<file path="config.mk">
export PLATFORM = sky130hd
export DESIGN_NAME = mux_scan_n
export DESIGN_NICKNAME = d
export VERILOG_FILES = /design/src/rtl/mux_scan_n.sv
export SDC_FILE = /design/constraint.sdc
export NUM_CORES = 1
export LEC_CHECK = 0
export CAP_MARGIN = 10
export CORE_UTILIZATION = 36
export CTS_CLUSTER_SIZE = 8
export DETAILED_ROUTE_END_ITERATION = 10
export SYNTH_ARGS = -nofsm -noshare
export SYNTH_HDL_FRONTEND = slang
export SYNTH_SLANG_ARGS = --single-unit
</file>
<file path="constraint.sdc">
create_clock -name clock -period 1.8 [get_ports clock]
set_input_delay 0.54 -clock clock [delete_from_list [all_inputs] [get_ports clock]]
set_output_delay 0.54 -clock clock [all_outputs]
set_load 0.01 [all_outputs]
</file>
<file path="src/rtl/mux_scan_n.sv">
// mux_scan_n: N-channel W-bit registered mux with manual select and auto-scan dwell sequencing.
// Optional SCAN_MASK_EN adds chan_mask so that scan skips channels whose mask bit is 0.
module mux_scan_n #(
  parameter int N = 7,
  parameter int W = 1,
  parameter int DWELL = 4,
  localparam int SELW = $clog2(N)
) (
  input  logic            clock,
  input  logic            resetn,
  input  logic [N*W-1:0]  data_in,
  input  logic [SELW-1:0] sel,
  input  logic            mode,
  input  logic            enable,
`ifdef SCAN_MASK_EN
  input  logic [N-1:0]    chan_mask,
`endif
  output logic [W-1:0]    out_data,
  output logic [SELW-1:0] out_chan,
  output logic            out_valid,
  output logic            wrap
);
  localparam int DW = DWELL > 1 ? $clog2(DWELL) : 1;
  localparam logic [DW-1:0] LAST_DW = DW'(DWELL - 1);
  typedef enum logic [1:0] {IDLE, MANUAL, SCAN} state_t;
  state_t state;
  logic [DW-1:0] dwell_cnt;
  logic [N-1:0] mask;
  logic [W-1:0] chans [N];
  logic [SELW-1:0] man_ch, nxt_ch, first_ch, start_ch, k;
`ifdef SCAN_MASK_EN
  assign mask = chan_mask;
`else
  assign mask = '1;
`endif
  assign man_ch = (int'(sel) >= N) ? SELW'(N - 1) : sel;
  assign start_ch = (state == IDLE) ? first_ch : out_chan;
  // Descending search so the nearest enabled channel wins.
  always_comb begin
    nxt_ch = out_chan;
    first_ch = '0;
    k = '0;
    for (int i = N; i >= 1; i--) begin
      k = SELW'((int'(out_chan) + i) % N);
      if (mask[k]) nxt_ch = k;
    end
    for (int i = N - 1; i >= 0; i--)
      if (mask[i]) first_ch = SELW'(i);
    for (int i = 0; i < N; i++) chans[i] = data_in[i*W +: W];
  end
  always_ff @(posedge clock or negedge resetn)
    if (!resetn) begin
      state <= IDLE;
      dwell_cnt <= '0;
      out_data <= '0;
      out_chan <= '0;
      out_valid <= 1'b0;
      wrap <= 1'b0;
    end else begin
      wrap <= 1'b0;
      dwell_cnt <= '0;
      if (!enable) begin
        state <= IDLE;
        out_valid <= 1'b0;
      end else if (!mode) begin
        state <= MANUAL;
        out_chan <= man_ch;
        out_data <= mask[man_ch] ? chans[man_ch] : '0;
        out_valid <= mask[man_ch];
      end else if (state != SCAN) begin
        state <= SCAN;
        out_chan <= start_ch;
        out_data <= chans[start_ch];
        out_valid <= |mask;
      end else if (~|mask) begin
        out_data <= chans[out_chan];
        out_valid <= 1'b0;
      end else if (dwell_cnt == LAST_DW) begin
        out_chan <= nxt_ch;
        out_data <= chans[nxt_ch];
        out_valid <= 1'b1;
        wrap <= nxt_ch <= out_chan;
      end else begin
        dwell_cnt <= dwell_cnt + DW'(1);
        out_data <= chans[out_chan];
        out_valid <= 1'b1;
      end
    end
endmodule

</file>
# Word-level counts from Yosys, hierarchy flattened

Memories as Yosys holds them, arrays and structs flattened.
Cells that the tools add are included.

Register bits: 10
Memory bits (read-only): 64
Bits of input ports: 14
Word-level logic and storage cells: 102
Memories: 8

Add/subtract/negate cells: 8
Divide/modulo/power cells: 7
Magnitude comparators: 14
Eq/ne operators: 4
Mux-type cells: 49
Bitwise logic cells: 4
Reductions and logical operators: 2

Memory list:

| memory          | words | bits a word | read ports | clocked after memory_dff | wr ports | RTL line | source |
|---|---|---|---|---|---|---|---|
| (no name shown) | 8     | 1           | 1          | 0                        | 0        | 69       | `out_valid <= mask[man_ch];` |
| (no name shown) | 8     | 1           | 1          | 0                        | 0        | 45       | `if (mask[k]) nxt_ch = k;` |
| (no name shown) | 8     | 1           | 1          | 0                        | 0        | 45       |  |
| (no name shown) | 8     | 1           | 1          | 0                        | 0        | 45       |  |
| (no name shown) | 8     | 1           | 1          | 0                        | 0        | 45       |  |
| (no name shown) | 8     | 1           | 1          | 0                        | 0        | 45       |  |
| 2 more memories | --    | --          | --         | --                       | --       | --       |  |

Operator list:

| cell                                                                          | count |
|---|---|
| 32-bit by 4-bit remainder unit with 32-bit output (second input constant)     | 7 |
| 3-bit 2-to-1 mux                                                              | 12 |
| 3-bit by 4-bit less-than comparator with 1-bit output (second input constant) | 8 |
| 1-bit 2-to-1 mux                                                              | 26 |
| 3-bit by 3-bit adder with 4-bit output (second input constant)                | 4 |
| 4-bit greater-or-equal comparator (second input constant)                     | 4 |
| 3-bit inverter with 4-bit output                                              | 4 |
| 2-bit 2-to-1 mux                                                              | 7 |
| 1-bit binary-select mux with 3-bit select                                     | 4 |
| 3-bit by 2-bit adder with 4-bit output (second input constant)                | 2 |
| 3-bit by 1-bit adder with 4-bit output (second input constant)                | 1 |
| 3-bit greater-or-equal comparator (second input constant)                     | 1 |
| 3-bit less-or-equal comparator                                                | 1 |
| 3-bit by 1-bit != test with 1-bit output (second input constant)              | 1 |
| 3-bit by 2-bit != test with 1-bit output (second input constant)              | 1 |
| 2-bit by 1-bit adder with 2-bit output (second input constant)                | 1 |
| 2-bit == test (second input constant)                                         | 1 |
| 2-bit zero test                                                               | 1 |
| 2-bit != test (second input constant)                                         | 1 |
| 2-bit AND reduction                                                           | 1 |

# Depth between registers and ports, before layout

Gate-level depths: netlist of run 1.

Depth in word-level cells: 18
Depth in mapped cells: 9

# Worst setup path after synthesis of run 1

No wires, ideal clock.

Kind: register to register
From: register out_chan[1]
To: register out_data
Library setup time: 0.132 ns
Arrival: 1.932 ns
Slack: -0.264 ns
Stages on the path, launching flop included: 8
Clock period less this slack: 2.064 ns
Path through: dfrtp_1 > ha_1 > xnor2_2 > inv_2 > mux4_2 > mux2_4 > nor3_2 > o31ai_1

Cells in the longest elaborated chain, start to end: 18
Elaborated cells on any way between the ends: 51
Classes of those cells: 7 x add/sub; 7 x div; 27 x mux; 3 x bitwise; 7 x memory

Ends and longest elaborated chain:

| what                                                   | RTL line | source |
|---|---|---|
| start, declared                                        | 19       | `output logic [SELW-1:0] out_chan,` |
| start signal, assigned                                 | 67       | `out_chan <= man_ch;` |
| start signal, assigned                                 | 72       | `out_chan <= start_ch;` |
| start signal, assigned                                 | 79       | `out_chan <= nxt_ch;` |
| 3-bit by 3-bit adder with 4-bit output                 | 44       | `k = SELW'((int'(out_chan) + i) % N);` |
| 32-bit by 4-bit remainder unit with 32-bit output      | 44       |  |
| memory read 8 x 1 bit                                  | --       |  |
| 1-bit 2-to-1 mux (not written as such)                 | 45       |  |
| 3-bit 2-to-1 mux (7 in a row)                          | 45       |  |
| 3-bit inverter with 4-bit output (not written as such) | 80       | `out_data <= chans[nxt_ch];` |
| 1-bit binary-select mux with 3-bit select              | 80       |  |
| 1-bit 2-to-1 mux (not written as such) (2 in a row)    | 80       |  |
| 1-bit 2-to-1 mux                                       | 78       | `end else if (dwell_cnt == LAST_DW) begin` |
| 1-bit 2-to-1 mux *                                     | 70       | `end else if (state != SCAN) begin` |
| 1-bit 2-to-1 mux *                                     | 65       | `end else if (!mode) begin` |
| end signal, assigned                                   | 68       | `out_data <= mask[man_ch] ? chans[man_ch] : '0;` |
| end signal, assigned                                   | 73       | `out_data <= chans[start_ch];` |
| end signal, assigned                                   | 80       |  |
| end, declared                                          | 18       | `output logic [W-1:0] out_data,` |

Mark *: on every way between the ends. The rest lies on a longest branch, timed or not. The select of a mux whose other input is x is not followed.
A chain may end at the register's enable or synchronous reset.

# Final worst setup path of run 1

From: input sel[0]
To: register out_data

Cells in the longest elaborated chain, start to end: 8
Elaborated cells on any way between the ends: 10
Classes of those cells: 1 x order compare; 7 x mux; 1 x bitwise; 1 x memory

Ends and longest elaborated chain:

| what                                                   | RTL line | source |
|---|---|---|
| start, declared                                        | 12       | `input logic [SELW-1:0] sel,` |
| 3-bit greater-or-equal comparator                      | 36       | `assign man_ch = (int'(sel) >= N) ? SELW'(N - 1) : sel;` |
| 3-bit 2-to-1 mux *                                     | 36       |  |
| 3-bit inverter with 4-bit output (not written as such) | 68       |  |
| 1-bit binary-select mux with 3-bit select              | 68       |  |
| 1-bit 2-to-1 mux (not written as such) (2 in a row)    | 68       |  |
| 1-bit 2-to-1 mux *                                     | 68       |  |
| 1-bit 2-to-1 mux *                                     | 65       |  |
| end signal, assigned                                   | 68       |  |
| end signal, assigned                                   | 73       |  |
| end signal, assigned                                   | 76       | `out_data <= chans[out_chan];` |

Marks and branches as above.

==> flow_summary.html, run 1 <==
<table>
<tr><th>Metric</th><th>Value</th></tr>
<tr><th colspan="2">Outcome</th></tr>
<tr><td>Run status</td><td>complete, but fails checks</td></tr>
<tr><td>Failing checks</td><td>negative setup slack</td></tr>
<tr><th colspan="2">Timing</th></tr>
<tr><td>Time the final worst path needs with I/O delays and setup</td><td>1.98 ns</td></tr>
<tr><td>Unrepaired setup endpoints after global routing</td><td>yes</td></tr>
<tr><td>Setup violations, final</td><td>2</td></tr>
<tr><td>Final hold vios</td><td>0</td></tr>
<tr><td>Worst hold slack</td><td>0.445 ns</td></tr>
<tr><td>Timing-limited maximum frequency</td><td>504 MHz</td></tr>
<tr><td>Tcrit/Tclk final</td><td>1.10</td></tr>
<tr><td>Transition time of the tightest slew-check pin</td><td>0.461 ns</td></tr>
<tr><td>Setup slack after layout</td><td>-0.184 ns</td></tr>
<tr><td>Worst rel slew slack</td><td>0.692</td></tr>
<tr><td>Clock Skews</td><td>0.000309 ns</td></tr>
<tr><td>Max-slew violation count</td><td>0</td></tr>
<tr><th colspan="2">Global route</th></tr>
<tr><td>Wire length of the first global-routing pass</td><td>4.22 mm</td></tr>
<tr><td>Antenna violations before repair</td><td>0</td></tr>
<tr><td>Via count of the first global-routing pass</td><td>936</td></tr>
<tr><td>Final global-route overflow total</td><td>0</td></tr>
<tr><td>All-layer global routing usage</td><td>0.215</td></tr>
<tr><td>Pin count of the biggest net entering global routing</td><td>14</td></tr>
<tr><th colspan="2">Placed design</th></tr>
<tr><td>Detailed-placement wirelength estimate</td><td>1.99 mm</td></tr>
<tr><td>Post-placement cell count</td><td>166</td></tr>
<tr><td>Final weighted congestion of routability-driven global placement</td><td>0.840</td></tr>
<tr><td>Pre-CTS setup slack</td><td>-0.391 ns</td></tr>
<tr><td>Port Buffer Count</td><td>19</td></tr>
<tr><th colspan="2">Synth</th></tr>
<tr><td>Yosys synthesis warning count</td><td>0</td></tr>
<tr><td>Dominant cell type by area after synthesis</td><td>dfrtp_1</td></tr>
<tr><td>Biggest area contributors in the synthesized netlist</td><td>dfrtp_1, ha_1, mux2_2, mux4_2, mux2i_1</td></tr>
<tr><td>Synth cell types</td><td>37</td></tr>
<tr><td>Register area share after synthesis</td><td>0.279</td></tr>
<tr><td>Synthesized flop and latch total</td><td>10</td></tr>
<tr><td>Area share of the largest cell type after synthesis</td><td>0.279</td></tr>
<tr><td>Net count after synthesis</td><td>119</td></tr>
<tr><td>Avg Cell Area, Syn</td><td>9.05 sq um</td></tr>
<tr><td>Post-Syn Area</td><td>896 sq um</td></tr>
<tr><td>Cell count after synthesis</td><td>99</td></tr>
<tr><th colspan="2">Setup path</th></tr>
<tr><td>Cell Chain, Critical Path</td><td>clkdlybuf4s50_1, mux4_2, nand2_1, a21boi_0, a211oi_1, o31ai_2</td></tr>
<tr><td>Maximum fanout along the worst path</td><td>3</td></tr>
<tr><td>Max incr delay on CP</td><td>0.53 ns</td></tr>
<tr><td>CP max-delay cell</td><td>clkdlybuf4s50_1</td></tr>
<tr><td>Path type of the worst setup path</td><td>input pin to flip-flop</td></tr>
<tr><td>Type of element capturing the critical path</td><td>flip-flop</td></tr>
<tr><td>Critical path data required time</td><td>1.95 ns</td></tr>
<tr><td>Largest delay contributor family on the critical path</td><td>buffers and inverters</td></tr>
<tr><td>CP Launch Type</td><td>input pin</td></tr>
<tr><td>Data arrival time of the critical path</td><td>2.13 ns</td></tr>
<tr><td>CP Buf/Inv Count</td><td>1</td></tr>
<tr><th colspan="2">Die</th></tr>
<tr><td>Core footprint</td><td>0.00228 sq mm</td></tr>
<tr><td>DIE HEIGHT</td><td>51.9 microns</td></tr>
<tr><td>X dimension of the die</td><td>51.9 microns</td></tr>
<tr><td>Area of the die</td><td>0.00269 sq mm</td></tr>
<tr><td>Initial Utilization</td><td>0.394</td></tr>
<tr><td>Count of boundary I/O pins</td><td>20</td></tr>
<tr><td>Std cell rows</td><td>17</td></tr>
<tr><th colspan="2">Clocking</th></tr>
<tr><td>Clock transition time at the flip-flop clock pins of the worst setup and hold paths</td><td>0.07 ns</td></tr>
<tr><td>Bufs on Longest Clock Path</td><td>2</td></tr>
<tr><td>CTS sink count</td><td>10</td></tr>
<tr><td>Buffer cell driving the clock tree root</td><td>clkbuf_4</td></tr>
<tr><td>CTS tree</td><td>done</td></tr>
<tr><td>Maximum level of the CTS H-tree</td><td>1</td></tr>
<tr><td>Insertion delay to the later sink of the worst-skew pair</td><td>0.27 ns</td></tr>
<tr><td>Cts bufs inserted</td><td>3</td></tr>
<tr><th colspan="2">Route</th></tr>
<tr><td>Per-cell routed wire length</td><td>15.4 microns</td></tr>
<tr><td>Detailed-routing iteration count for the pre-antenna-repair pass</td><td>4</td></tr>
<tr><td>Detailed-route via count</td><td>955</td></tr>
<tr><td>Final routed DRC violation total</td><td>0</td></tr>
<tr><td>Drt total wl</td><td>2.66 mm</td></tr>
<tr><td>Number of nets still failing antenna checks after routing</td><td>0</td></tr>
<tr><td>Initial DRC Count</td><td>33</td></tr>
<tr><td>Average via count per standard cell</td><td>5.55</td></tr>
<tr><th colspan="2">Final layout</th></tr>
<tr><td>Ant diodes</td><td>0</td></tr>
<tr><td>Post-layout instance count excluding filler cells</td><td>172</td></tr>
<tr><td>Commonest non-fill, non-tap cell in the layout</td><td>buf_4</td></tr>
<tr><td>Layout area overhead</td><td>59.1%</td></tr>
<tr><td>Fraction of layout instances using a drive strength above 1</td><td>0.368</td></tr>
<tr><td>Number of nets in the finished design</td><td>165</td></tr>
<tr><td>Most used cells in the layout excluding fill and tap cells</td><td>buf_4, clkdlybuf4s50_1, o21ai_0</td></tr>
<tr><th colspan="2">Power and ir drop</th></tr>
<tr><td>Standby leakage power</td><td>0.670 nW</td></tr>
<tr><td>Power density of the placed cells</td><td>629 mW/mm^2</td></tr>
<tr><td>Maximum VDD drop</td><td>484 uV</td></tr>
<tr><th colspan="2">Flow run</th></tr>
<tr><td>Max Cap Violations</td><td>0</td></tr>
<tr><th colspan="2">Min path</th></tr>
<tr><td>Class of the tightest hold or removal check</td><td>flip-flop to flip-flop</td></tr>
</table>
[per-layer routing]
metal / GRT usage / routed length [microns]
met1: 0.281 / 1160
met2: 0.348 / 1300
met3: 0.0468 / 161
met4: 0.0721 / 28
met5: 0 / 0
[final timing paths]
| check | endpoint | startpoint | cells past startpoint | slack [ns] |
|---|---|---|---|---|
| min in group asynchronous | state[1] | resetn | 1 | 0.58 |
| worst max register to register | out_data | out_chan[1] | 7 | -0.16 |
| worst max-delay path | out_data | sel[0] | 6 | -0.18 |
| max in group asynchronous | out_chan[0] | resetn | 1 | 0.88 |
| worst min-delay path | dwell_cnt[0] | dwell_cnt[0] | 1 | 0.44 |
| worst min register to register | dwell_cnt[0] | dwell_cnt[0] | 1 | 0.44 |
[through the flow]
stage | instance area, sq um | power [W] | TNS [ns] | util
after global placement | 1310 | 0.000636 | -0.703 | 0.576
final | 1430 | 0.000896 | -0.260 | 0.626
after global routing | 1430 | 0.000951 | -0.423 | 0.626
after detailed placement | 1310 | 0.000641 | -0.738 | 0.576
after floorplan | 922 | 0.000467 | -0.167 | -
after CTS | 1390 | 0.000872 | -0.204 | 0.612
[state kept, by name, summed over array words and instances, names as in the netlist]
name       flops
out_chan       3
dwell_cnt      2
state          2
out_data       1
out_valid      1
wrap           1
[final cells by class]
type                            count  area (sq um)
Timing Repair Buffer               45           398
Tap cell                           28          35.0
Clock buffer                        4          36.3
Multi-Input combinational cell     77           672
Inverter                            8          30.0
Fill cell                         203           851
Sequential cell                    10           254
[logic make-up after synthesis]
| kind of cell | after synthesis | synth area share |
|---|---|---|
| AOI/OAI and AO/OA | 29 | 0.229 |
| xor gates and xnor gates | 1 | 0.0182 |
| adders and majority gates | 6 | 0.0838 |
| buffers and inverters | 12 | 0.0517 |
| DFF | 10 | 0.279 |
| muxes | 11 | 0.162 |
| and+or+nand+nor | 30 | 0.176 |
[cells in the mapped netlist, drive strengths merged]
cell	n
a211oi	1
a21boi	2
a21o	1
a21oi	3
a22o	3
a311oi	1
a32o	1
and2	2
and3	3
buf	1
clkbuf	3
dfrtp	10
ha	6
inv	8
mux2	5
mux2i	4
mux4	2
nand2	7
nand2b	3
nand3	1
nand3b	1
nor2	7
nor2b	3
nor3	1
nor3b	1
o211a	1
o211ai	2
o21ai	8
o221a	1
o22ai	2
o31ai	1
o32ai	2
or2	1
xnor2	1
[where the power goes]
part	switching, W	internal (W)
clock network	0.0000873	0.000123
registers	0.0000179	0.000242
logic	0.000189	0.000237
[repair_timing]
action | 4_1_cts | 5_1_grt
gates resized for setup | 7 | 6
endpoints found under the setup margin | 5 | 4
pin swaps | 5 | 1
setup buffers | 2 | 0
hold endpoints to repair | 0 | 0
hold buffers | 0 | 0
Power figures use the tool's default switching activity.
==> run 2: changes to the inputs <==
--- a/config.mk
+++ b/config.mk
@@ -5,10 +5,13 @@
 export SDC_FILE = /design/constraint.sdc
 export NUM_CORES = 1
 export LEC_CHECK = 0
-export CAP_MARGIN = 10
-export CORE_UTILIZATION = 36
+export CAP_MARGIN = 20
+export CELL_PAD_IN_SITES_DETAIL_PLACEMENT = 1
+export CELL_PAD_IN_SITES_GLOBAL_PLACEMENT = 1
+export CORE_UTILIZATION = 33
 export CTS_CLUSTER_SIZE = 8
 export DETAILED_ROUTE_END_ITERATION = 10
+export PLACE_DENSITY_LB_ADDON = 0.1
 export SYNTH_ARGS = -nofsm -noshare
 export SYNTH_HDL_FRONTEND = slang
 export SYNTH_SLANG_ARGS = --single-unit
==> flow_summary.html, run 2 (synthesized netlist as in run 1, its figures left out) <==
<table>
<tr><th>Metric</th><th>Value</th></tr>
<tr><th colspan="2">Outcome</th></tr>
<tr><td>Run status</td><td>complete, but fails checks</td></tr>
<tr><td>Failing checks</td><td>negative setup slack</td></tr>
<tr><th colspan="2">Setup path</th></tr>
<tr><td>Data arrival time of the critical path</td><td>2.10 ns</td></tr>
<tr><td>CP max-delay cell</td><td>mux4_2</td></tr>
<tr><td>Max incr delay on CP</td><td>0.50 ns</td></tr>
<tr><td>CP Launch Type</td><td>flip-flop</td></tr>
<tr><td>Critical path data required time</td><td>1.95 ns</td></tr>
<tr><td>Cell Chain, Critical Path</td><td>ha_4, xnor2_4, inv_2, mux4_2, mux2_4, nor3_4, o31ai_2</td></tr>
<tr><td>Path type of the worst setup path</td><td>flip-flop to flip-flop</td></tr>
<tr><td>Type of element capturing the critical path</td><td>flip-flop</td></tr>
<tr><td>Maximum fanout along the worst path</td><td>3</td></tr>
<tr><th colspan="2">Die</th></tr>
<tr><td>Count of boundary I/O pins</td><td>20</td></tr>
<tr><td>Initial Utilization</td><td>0.355</td></tr>
<tr><td>DIE HEIGHT</td><td>54.1 microns</td></tr>
<tr><td>X dimension of the die</td><td>54.1 microns</td></tr>
<tr><td>Core footprint</td><td>0.00252 sq mm</td></tr>
<tr><td>Area of the die</td><td>0.00293 sq mm</td></tr>
<tr><td>Std cell rows</td><td>18</td></tr>
<tr><th colspan="2">Min path</th></tr>
<tr><td>Class of the tightest hold or removal check</td><td>flip-flop to flip-flop</td></tr>
<tr><th colspan="2">Final layout</th></tr>
<tr><td>Regs by FF count</td><td>out_chan: 3 flops, dwell_cnt: 2 flops, state: 2 flops</td></tr>
<tr><td>Max FFs per register</td><td>3</td></tr>
<tr><td>Layout filler cell count</td><td>301</td></tr>
<tr><td>Most used cells in the layout excluding fill and tap cells</td><td>buf_4, clkdlybuf4s50_1, o21ai_0</td></tr>
<tr><td>Number of nets in the finished design</td><td>163</td></tr>
<tr><td>Layout area overhead</td><td>56.3%</td></tr>
<tr><td>Register with the most flip-flops</td><td>out_chan</td></tr>
<tr><td>Commonest non-fill, non-tap cell in the layout</td><td>buf_4</td></tr>
<tr><td>Ant diodes</td><td>0</td></tr>
<tr><td>Fraction of layout instances using a drive strength above 1</td><td>0.359</td></tr>
<tr><th colspan="2">Global route</th></tr>
<tr><td>Antenna violations before repair</td><td>0</td></tr>
<tr><td>All-layer global routing usage</td><td>0.222</td></tr>
<tr><td>Via count of the first global-routing pass</td><td>945</td></tr>
<tr><td>Pin count of the biggest net entering global routing</td><td>16</td></tr>
<tr><td>Final global-route overflow total</td><td>0</td></tr>
<tr><td>Wire length of the first global-routing pass</td><td>4.40 mm</td></tr>
<tr><th colspan="2">Clocking</th></tr>
<tr><td>Cts bufs inserted</td><td>3</td></tr>
<tr><td>Bufs on Longest Clock Path</td><td>2</td></tr>
<tr><td>Buffer cell driving the clock tree root</td><td>clkbuf_4</td></tr>
<tr><td>Insertion delay to the later sink of the worst-skew pair</td><td>0.27 ns</td></tr>
<tr><td>CTS sink count</td><td>10</td></tr>
<tr><td># hold bufs at CTS</td><td>0</td></tr>
<tr><td>CTS tree</td><td>done</td></tr>
<tr><td>Maximum level of the CTS H-tree</td><td>1</td></tr>
<tr><td>Clock transition time at the flip-flop clock pins of the worst setup and hold paths</td><td>0.06 ns</td></tr>
<tr><th colspan="2">Power and ir drop</th></tr>
<tr><td>Sum of internal, switching and leakage power</td><td>0.000858 W</td></tr>
<tr><td>Standby leakage power</td><td>0.643 nW</td></tr>
<tr><td>Maximum VDD drop</td><td>395 uV</td></tr>
<tr><td>Power density of the placed cells</td><td>613 mW/mm^2</td></tr>
<tr><th colspan="2">Route</th></tr>
<tr><td>Per-cell routed wire length</td><td>16.5 microns</td></tr>
<tr><td>Initial DRC Count</td><td>10</td></tr>
<tr><td>Number of nets still failing antenna checks after routing</td><td>0</td></tr>
<tr><td>Drt total wl</td><td>2.84 mm</td></tr>
<tr><td>Detailed-routing iteration count for the pre-antenna-repair pass</td><td>4</td></tr>
<tr><td>Average via count per standard cell</td><td>5.40</td></tr>
<tr><td>Detailed-route via count</td><td>928</td></tr>
<tr><td>Final routed DRC violation total</td><td>0</td></tr>
<tr><th colspan="2">Timing</th></tr>
<tr><td>Clock Skews</td><td>0.000783 ns</td></tr>
<tr><td>Tcrit/Tclk final</td><td>1.08</td></tr>
<tr><td>Time the final worst path needs with I/O delays and setup</td><td>1.95 ns</td></tr>
<tr><td>Setup violations, final</td><td>2</td></tr>
<tr><td>Timing-limited maximum frequency</td><td>514 MHz</td></tr>
<tr><td>Worst rel slew slack</td><td>0.689</td></tr>
<tr><td>Setup slack after layout</td><td>-0.146 ns</td></tr>
<tr><td>Unrepaired setup endpoints after global routing</td><td>yes</td></tr>
<tr><td>Worst hold slack</td><td>0.449 ns</td></tr>
<tr><td>Transition time of the tightest slew-check pin</td><td>0.465 ns</td></tr>
<tr><td>Max-slew violation count</td><td>0</td></tr>
<tr><td>Final hold vios</td><td>0</td></tr>
<tr><th colspan="2">Placed design</th></tr>
<tr><td>Detailed-placement wirelength estimate</td><td>2.24 mm</td></tr>
<tr><td>Final weighted congestion of routability-driven global placement</td><td>0.783</td></tr>
<tr><td>Port Buffer Count</td><td>19</td></tr>
<tr><th colspan="2">Flow run</th></tr>
<tr><td>Max Cap Violations</td><td>0</td></tr>
</table>
## run 2: cell count changes in the layout (fill, tap and decap cells not counted)
cell / change
dlymetal6s2s_1: -1
clkbuf_8: -1
buf_12: -1
a211oi_2: +1
dlygate4sd2_1: +1
buf_4: -1
o221a_2: -1
o221a_4: +1
clkbuf_1: +1
a211oi_1: -1
## run 2: repair_timing
action                     CTS  global route
hold endpoints to repair     0             0
setup endpoints to repair    6             3
setup buffers                3             0
pin swaps                    3             3
gates resized for setup     13             2
## run 2: per-stage QoR
stage	area (sq um)	setup WS [ns]	setup TNS, ns	instances	utilization
floorplan	922	-0.131	-0.167	99	-
global placement	1290	-0.365	-0.598	165	0.512
detailed placement	1290	-0.409	-0.715	165	0.512
CTS	1390	-0.162	-0.261	172	0.551
global route	1400	-0.229	-0.483	172	0.555
finish	1400	-0.146	-0.209	172	0.555
## run 2: power by group
part	switching, W	internal, W
clock	0.0000810	0.0000860
combinational	0.000193	0.000237
sequential	0.0000190	0.000242
## run 2: layer usage
metal / track usage / part of all wire / up-vias
li1: - / - / 446
met1: 0.270 / 0.43 / 454
met2: 0.391 / 0.51 / 24
met3: 0.0593 / 0.044 / 4
met4: 0.0427 / 0.011 / 0
met5: 0 / 0 / -
## run 2: cell type report
cell class	instances	area, sq um	area share
Multi-Input combinational cell	77	686	0.490
Timing Repair Buffer	43	367	0.262
Inverter	8	30.0	0.0214
Clock buffer	4	26.3	0.0188
Sequential cell	10	254	0.181
Tap cell	30	37.5	0.0268
## run 2: path summary, 6_finish.rpt
check	startpoint	end	slack [ns]	cells past startpoint
min in group asynchronous	resetn	out_valid	0.59	1
max in group asynchronous	resetn	out_chan[2]	0.87	1
setup reg to reg	out_chan[0]	out_data	-0.15	7
hold reg to reg	dwell_cnt[0]	dwell_cnt[0]	0.45	1
hold / removal	dwell_cnt[0]	dwell_cnt[0]	0.45	1
setup / recovery	out_chan[0]	out_data	-0.15	7
## run 2: critical path: cells and delay by family (launching register included)
kind / cells / cell delay, ns
fa+ha+maj: 1 / 0.19
mux: 2 / 0.78
buf+inv: 1 / 0.09
flops: 1 / 0.44
simple gates: 1 / 0.13
xor+xnor: 1 / 0.12
compound gates: 1 / 0.08
==> run 3: changes to the inputs <==
--- a/config.mk
+++ b/config.mk
@@ -8,6 +8,7 @@
 export CAP_MARGIN = 20
 export CELL_PAD_IN_SITES_DETAIL_PLACEMENT = 1
 export CELL_PAD_IN_SITES_GLOBAL_PLACEMENT = 1
+export CORE_MARGIN = 8
 export CORE_UTILIZATION = 33
 export CTS_CLUSTER_SIZE = 8
 export DETAILED_ROUTE_END_ITERATION = 10
==> flow_summary.html, run 3 (synthesized netlist as in run 1, its figures left out) <==
<table>
<tr><th>Metric</th><th>Value</th></tr>
<tr><th colspan="2">Timing</th></tr>
<tr><td>Final hold vios</td><td>0</td></tr>
<tr><td>Tcrit/Tclk final</td><td>1.11</td></tr>
<tr><td>Timing-limited maximum frequency</td><td>502 MHz</td></tr>
<tr><td>Max-slew violation count</td><td>0</td></tr>
<tr><td>Setup slack after layout</td><td>-0.193 ns</td></tr>
<tr><td>Transition time of the tightest slew-check pin</td><td>0.481 ns</td></tr>
<tr><td>Time the final worst path needs with I/O delays and setup</td><td>1.99 ns</td></tr>
<tr><td>Setup violations, final</td><td>3</td></tr>
<tr><td>Clock Skews</td><td>0.00809 ns</td></tr>
<tr><td>Worst rel slew slack</td><td>0.679</td></tr>
<tr><td>Unrepaired setup endpoints after global routing</td><td>yes</td></tr>
<tr><td>Final setup TNS</td><td>-0.300 ns</td></tr>
<tr><th colspan="2">Min path</th></tr>
<tr><td>Startpoint of the most critical hold path</td><td>dwell_cnt[0]</td></tr>
<tr><td>Class of the tightest hold or removal check</td><td>flip-flop to flip-flop</td></tr>
<tr><th colspan="2">Power and ir drop</th></tr>
<tr><td>Standby leakage power</td><td>0.646 nW</td></tr>
<tr><td>Sequential share of power</td><td>0.305</td></tr>
<tr><td>Logic pwr share</td><td>0.457</td></tr>
<tr><td>Power density of the placed cells</td><td>632 mW/mm^2</td></tr>
<tr><td>Clock network power share</td><td>0.238</td></tr>
<tr><td>Proportion of total power due to net switching</td><td>0.325</td></tr>
<tr><td>Maximum VDD drop</td><td>382 uV</td></tr>
<tr><td>Net switching power figure</td><td>0.000280 W</td></tr>
<tr><td>Pint</td><td>0.000581 W</td></tr>
<tr><th colspan="2">Route</th></tr>
<tr><td>Average via count per standard cell</td><td>5.33</td></tr>
<tr><td>Detailed-route via count</td><td>917</td></tr>
<tr><td>Detailed-routing iteration count for the pre-antenna-repair pass</td><td>4</td></tr>
<tr><td>Number of nets still failing antenna checks after routing</td><td>0</td></tr>
<tr><td>Initial DRC Count</td><td>32</td></tr>
<tr><td>Per-cell routed wire length</td><td>17.3 microns</td></tr>
<tr><td>Final routed DRC violation total</td><td>0</td></tr>
<tr><td>Drt total wl</td><td>2.98 mm</td></tr>
<tr><th colspan="2">Final layout</th></tr>
<tr><td>Most used cells in the layout excluding fill and tap cells</td><td>buf_4, clkdlybuf4s50_1, o21ai_0</td></tr>
<tr><td>Post-layout instance count excluding filler cells</td><td>172</td></tr>
<tr><td>Max FFs per register</td><td>3</td></tr>
<tr><td>Commonest non-fill, non-tap cell in the layout</td><td>buf_4</td></tr>
<tr><td>Regs by FF count</td><td>out_chan: 3 flops, dwell_cnt: 2 flops, state: 2 flops</td></tr>
<tr><td>Ant diodes</td><td>0</td></tr>
<tr><td>Register with the most flip-flops</td><td>out_chan</td></tr>
<tr><td>Layout area overhead</td><td>52.2%</td></tr>
<tr><td>Fraction of layout instances using a drive strength above 1</td><td>0.340</td></tr>
<tr><td>Number of nets in the finished design</td><td>162</td></tr>
<tr><th colspan="2">Clocking</th></tr>
<tr><td>Buffer cell driving the clock tree root</td><td>clkbuf_4</td></tr>
<tr><td># hold bufs at CTS</td><td>0</td></tr>
<tr><td>CTS sink count</td><td>10</td></tr>
<tr><td>Cts bufs inserted</td><td>3</td></tr>
<tr><td>CTS tree</td><td>done</td></tr>
<tr><td>Insertion delay to the later sink of the worst-skew pair</td><td>0.27 ns</td></tr>
<tr><td>Bufs on Longest Clock Path</td><td>2</td></tr>
<tr><td>Clock transition time at the flip-flop clock pins of the worst setup and hold paths</td><td>0.07 ns</td></tr>
<tr><td>Maximum level of the CTS H-tree</td><td>1</td></tr>
<tr><th colspan="2">Placed design</th></tr>
<tr><td>Post-placement cell count</td><td>164</td></tr>
<tr><td>Pre-CTS setup slack</td><td>-0.399 ns</td></tr>
<tr><td>Final weighted congestion of routability-driven global placement</td><td>0.851</td></tr>
<tr><td>Port Buffer Count</td><td>19</td></tr>
<tr><td>Detailed-placement wirelength estimate</td><td>2.40 mm</td></tr>
<tr><th colspan="2">Die</th></tr>
<tr><td>Std cell rows</td><td>19</td></tr>
<tr><td>X dimension of the die</td><td>68.1 microns</td></tr>
<tr><td>Area of the die</td><td>0.00464 sq mm</td></tr>
<tr><td>Core footprint</td><td>0.00266 sq mm</td></tr>
<tr><td>DIE HEIGHT</td><td>68.1 microns</td></tr>
<tr><td>Initial Utilization</td><td>0.336</td></tr>
<tr><td>Count of boundary I/O pins</td><td>20</td></tr>
<tr><th colspan="2">Global route</th></tr>
<tr><td>Antenna violations before repair</td><td>0</td></tr>
<tr><td>Pin count of the biggest net entering global routing</td><td>17</td></tr>
<tr><td>Final global-route overflow total</td><td>0</td></tr>
<tr><td>Wire length of the first global-routing pass</td><td>4.92 mm</td></tr>
<tr><td>All-layer global routing usage</td><td>0.138</td></tr>
<tr><td>Via count of the first global-routing pass</td><td>1050</td></tr>
<tr><th colspan="2">Setup path</th></tr>
<tr><td>Critical Path Start</td><td>sel[0]</td></tr>
<tr><td>CP Launch Type</td><td>input pin</td></tr>
<tr><td>Launching point of the worst reg2reg path</td><td>out_chan[0]</td></tr>
<tr><td>Worst setup slack for register-to-register paths</td><td>-0.18 ns</td></tr>
<tr><td>RR Endpoint</td><td>out_data</td></tr>
<tr><td>Worst reg-to-reg path cell count</td><td>7</td></tr>
<tr><td>Capturing element of the worst setup path</td><td>out_data</td></tr>
<tr><td>Type of element capturing the critical path</td><td>flip-flop</td></tr>
<tr><td>Data arrival time of the critical path</td><td>2.14 ns</td></tr>
<tr><td>Path type of the worst setup path</td><td>input pin to flip-flop</td></tr>
<tr><td>Critical path data required time</td><td>1.95 ns</td></tr>
<tr><td>Maximum fanout along the worst path</td><td>3</td></tr>
<tr><th colspan="2">Outcome</th></tr>
<tr><td>Failing checks</td><td>negative setup slack</td></tr>
<tr><td>Run status</td><td>complete, but fails checks</td></tr>
<tr><th colspan="2">Flow run</th></tr>
<tr><td>Max Cap Violations</td><td>0</td></tr>
</table>
==> run 3: cell type report <==
| cell class | count | area, sq um |
|---|---|---|
| fill | 323 | 1300 |
| tap | 31 | 38.8 |
| timing repair buffer | 42 | 363 |
| clock buffer | 4 | 36.3 |
| multi-input combinational | 77 | 642 |
| inverter | 8 | 30.0 |
| sequential | 10 | 254 |
==> run 3: how the worst min path moves through the flow <==
stage / end / slack, ns / cells past startpoint
3_5_place_dp: dwell_cnt[0] / 0.44 / 1
6_report: dwell_cnt[0] / 0.44 / 1
5_1_grt: dwell_cnt[0] / 0.47 / 1
4_1_cts: dwell_cnt[0] / 0.45 / 1
3_3_place_gp: dwell_cnt[0] / 0.43 / 1
2_1_floorplan: dwell_cnt[0] / 0.24 / 0
==> run 3: worst max-delay path, stage by stage <==
cell	delay (ns)
clkdlybuf4s50_1	0.53
mux4_2	0.51
nand2_1	0.08
a21boi_0	0.08
a211oi_1	0.30
o31ai_2	0.11
==> run 3: metrics by stage <==
stage | total power [W] | hold slack [ns] | utilization | cell area, sq um
floorplan | 0.000467 | 0.244 | - | 922
global placement | 0.000621 | 0.428 | 0.480 | 1280
global route | 0.000915 | 0.468 | 0.512 | 1360
CTS | 0.000860 | 0.446 | 0.507 | 1350
finish | 0.000862 | 0.445 | 0.512 | 1360
detailed placement | 0.000632 | 0.436 | 0.480 | 1280
==> run 3: power by group through the flow <==
stage,Sequential [W],Combinational (W),Clock [W]
6_report,0.000263,0.000394,0.000205
5_1_grt,0.000266,0.000434,0.000216
4_1_cts,0.000264,0.000388,0.000208
3_5_place_dp,0.000268,0.000365,0
3_3_place_gp,0.000267,0.000354,0
2_1_floorplan,0.000273,0.000194,0
==> run 3: timing repair <==
action                     CTS  global route
resized for setup            7             2
pin swaps                    2             0
setup buffers                3             1
setup endpoints to repair    5             4
==> run 3: layer usage <==
| layer | track usage | part of all wire | wire (microns) |
|---|---|---|---|
| met5 | 0 | 0 | 0 |
| met4 | 0.0639 | 0.020 | 61 |
| met3 | 0.00982 | 0.029 | 85 |
| met2 | 0.251 | 0.53 | 1570 |
| met1 | 0.160 | 0.42 | 1260 |
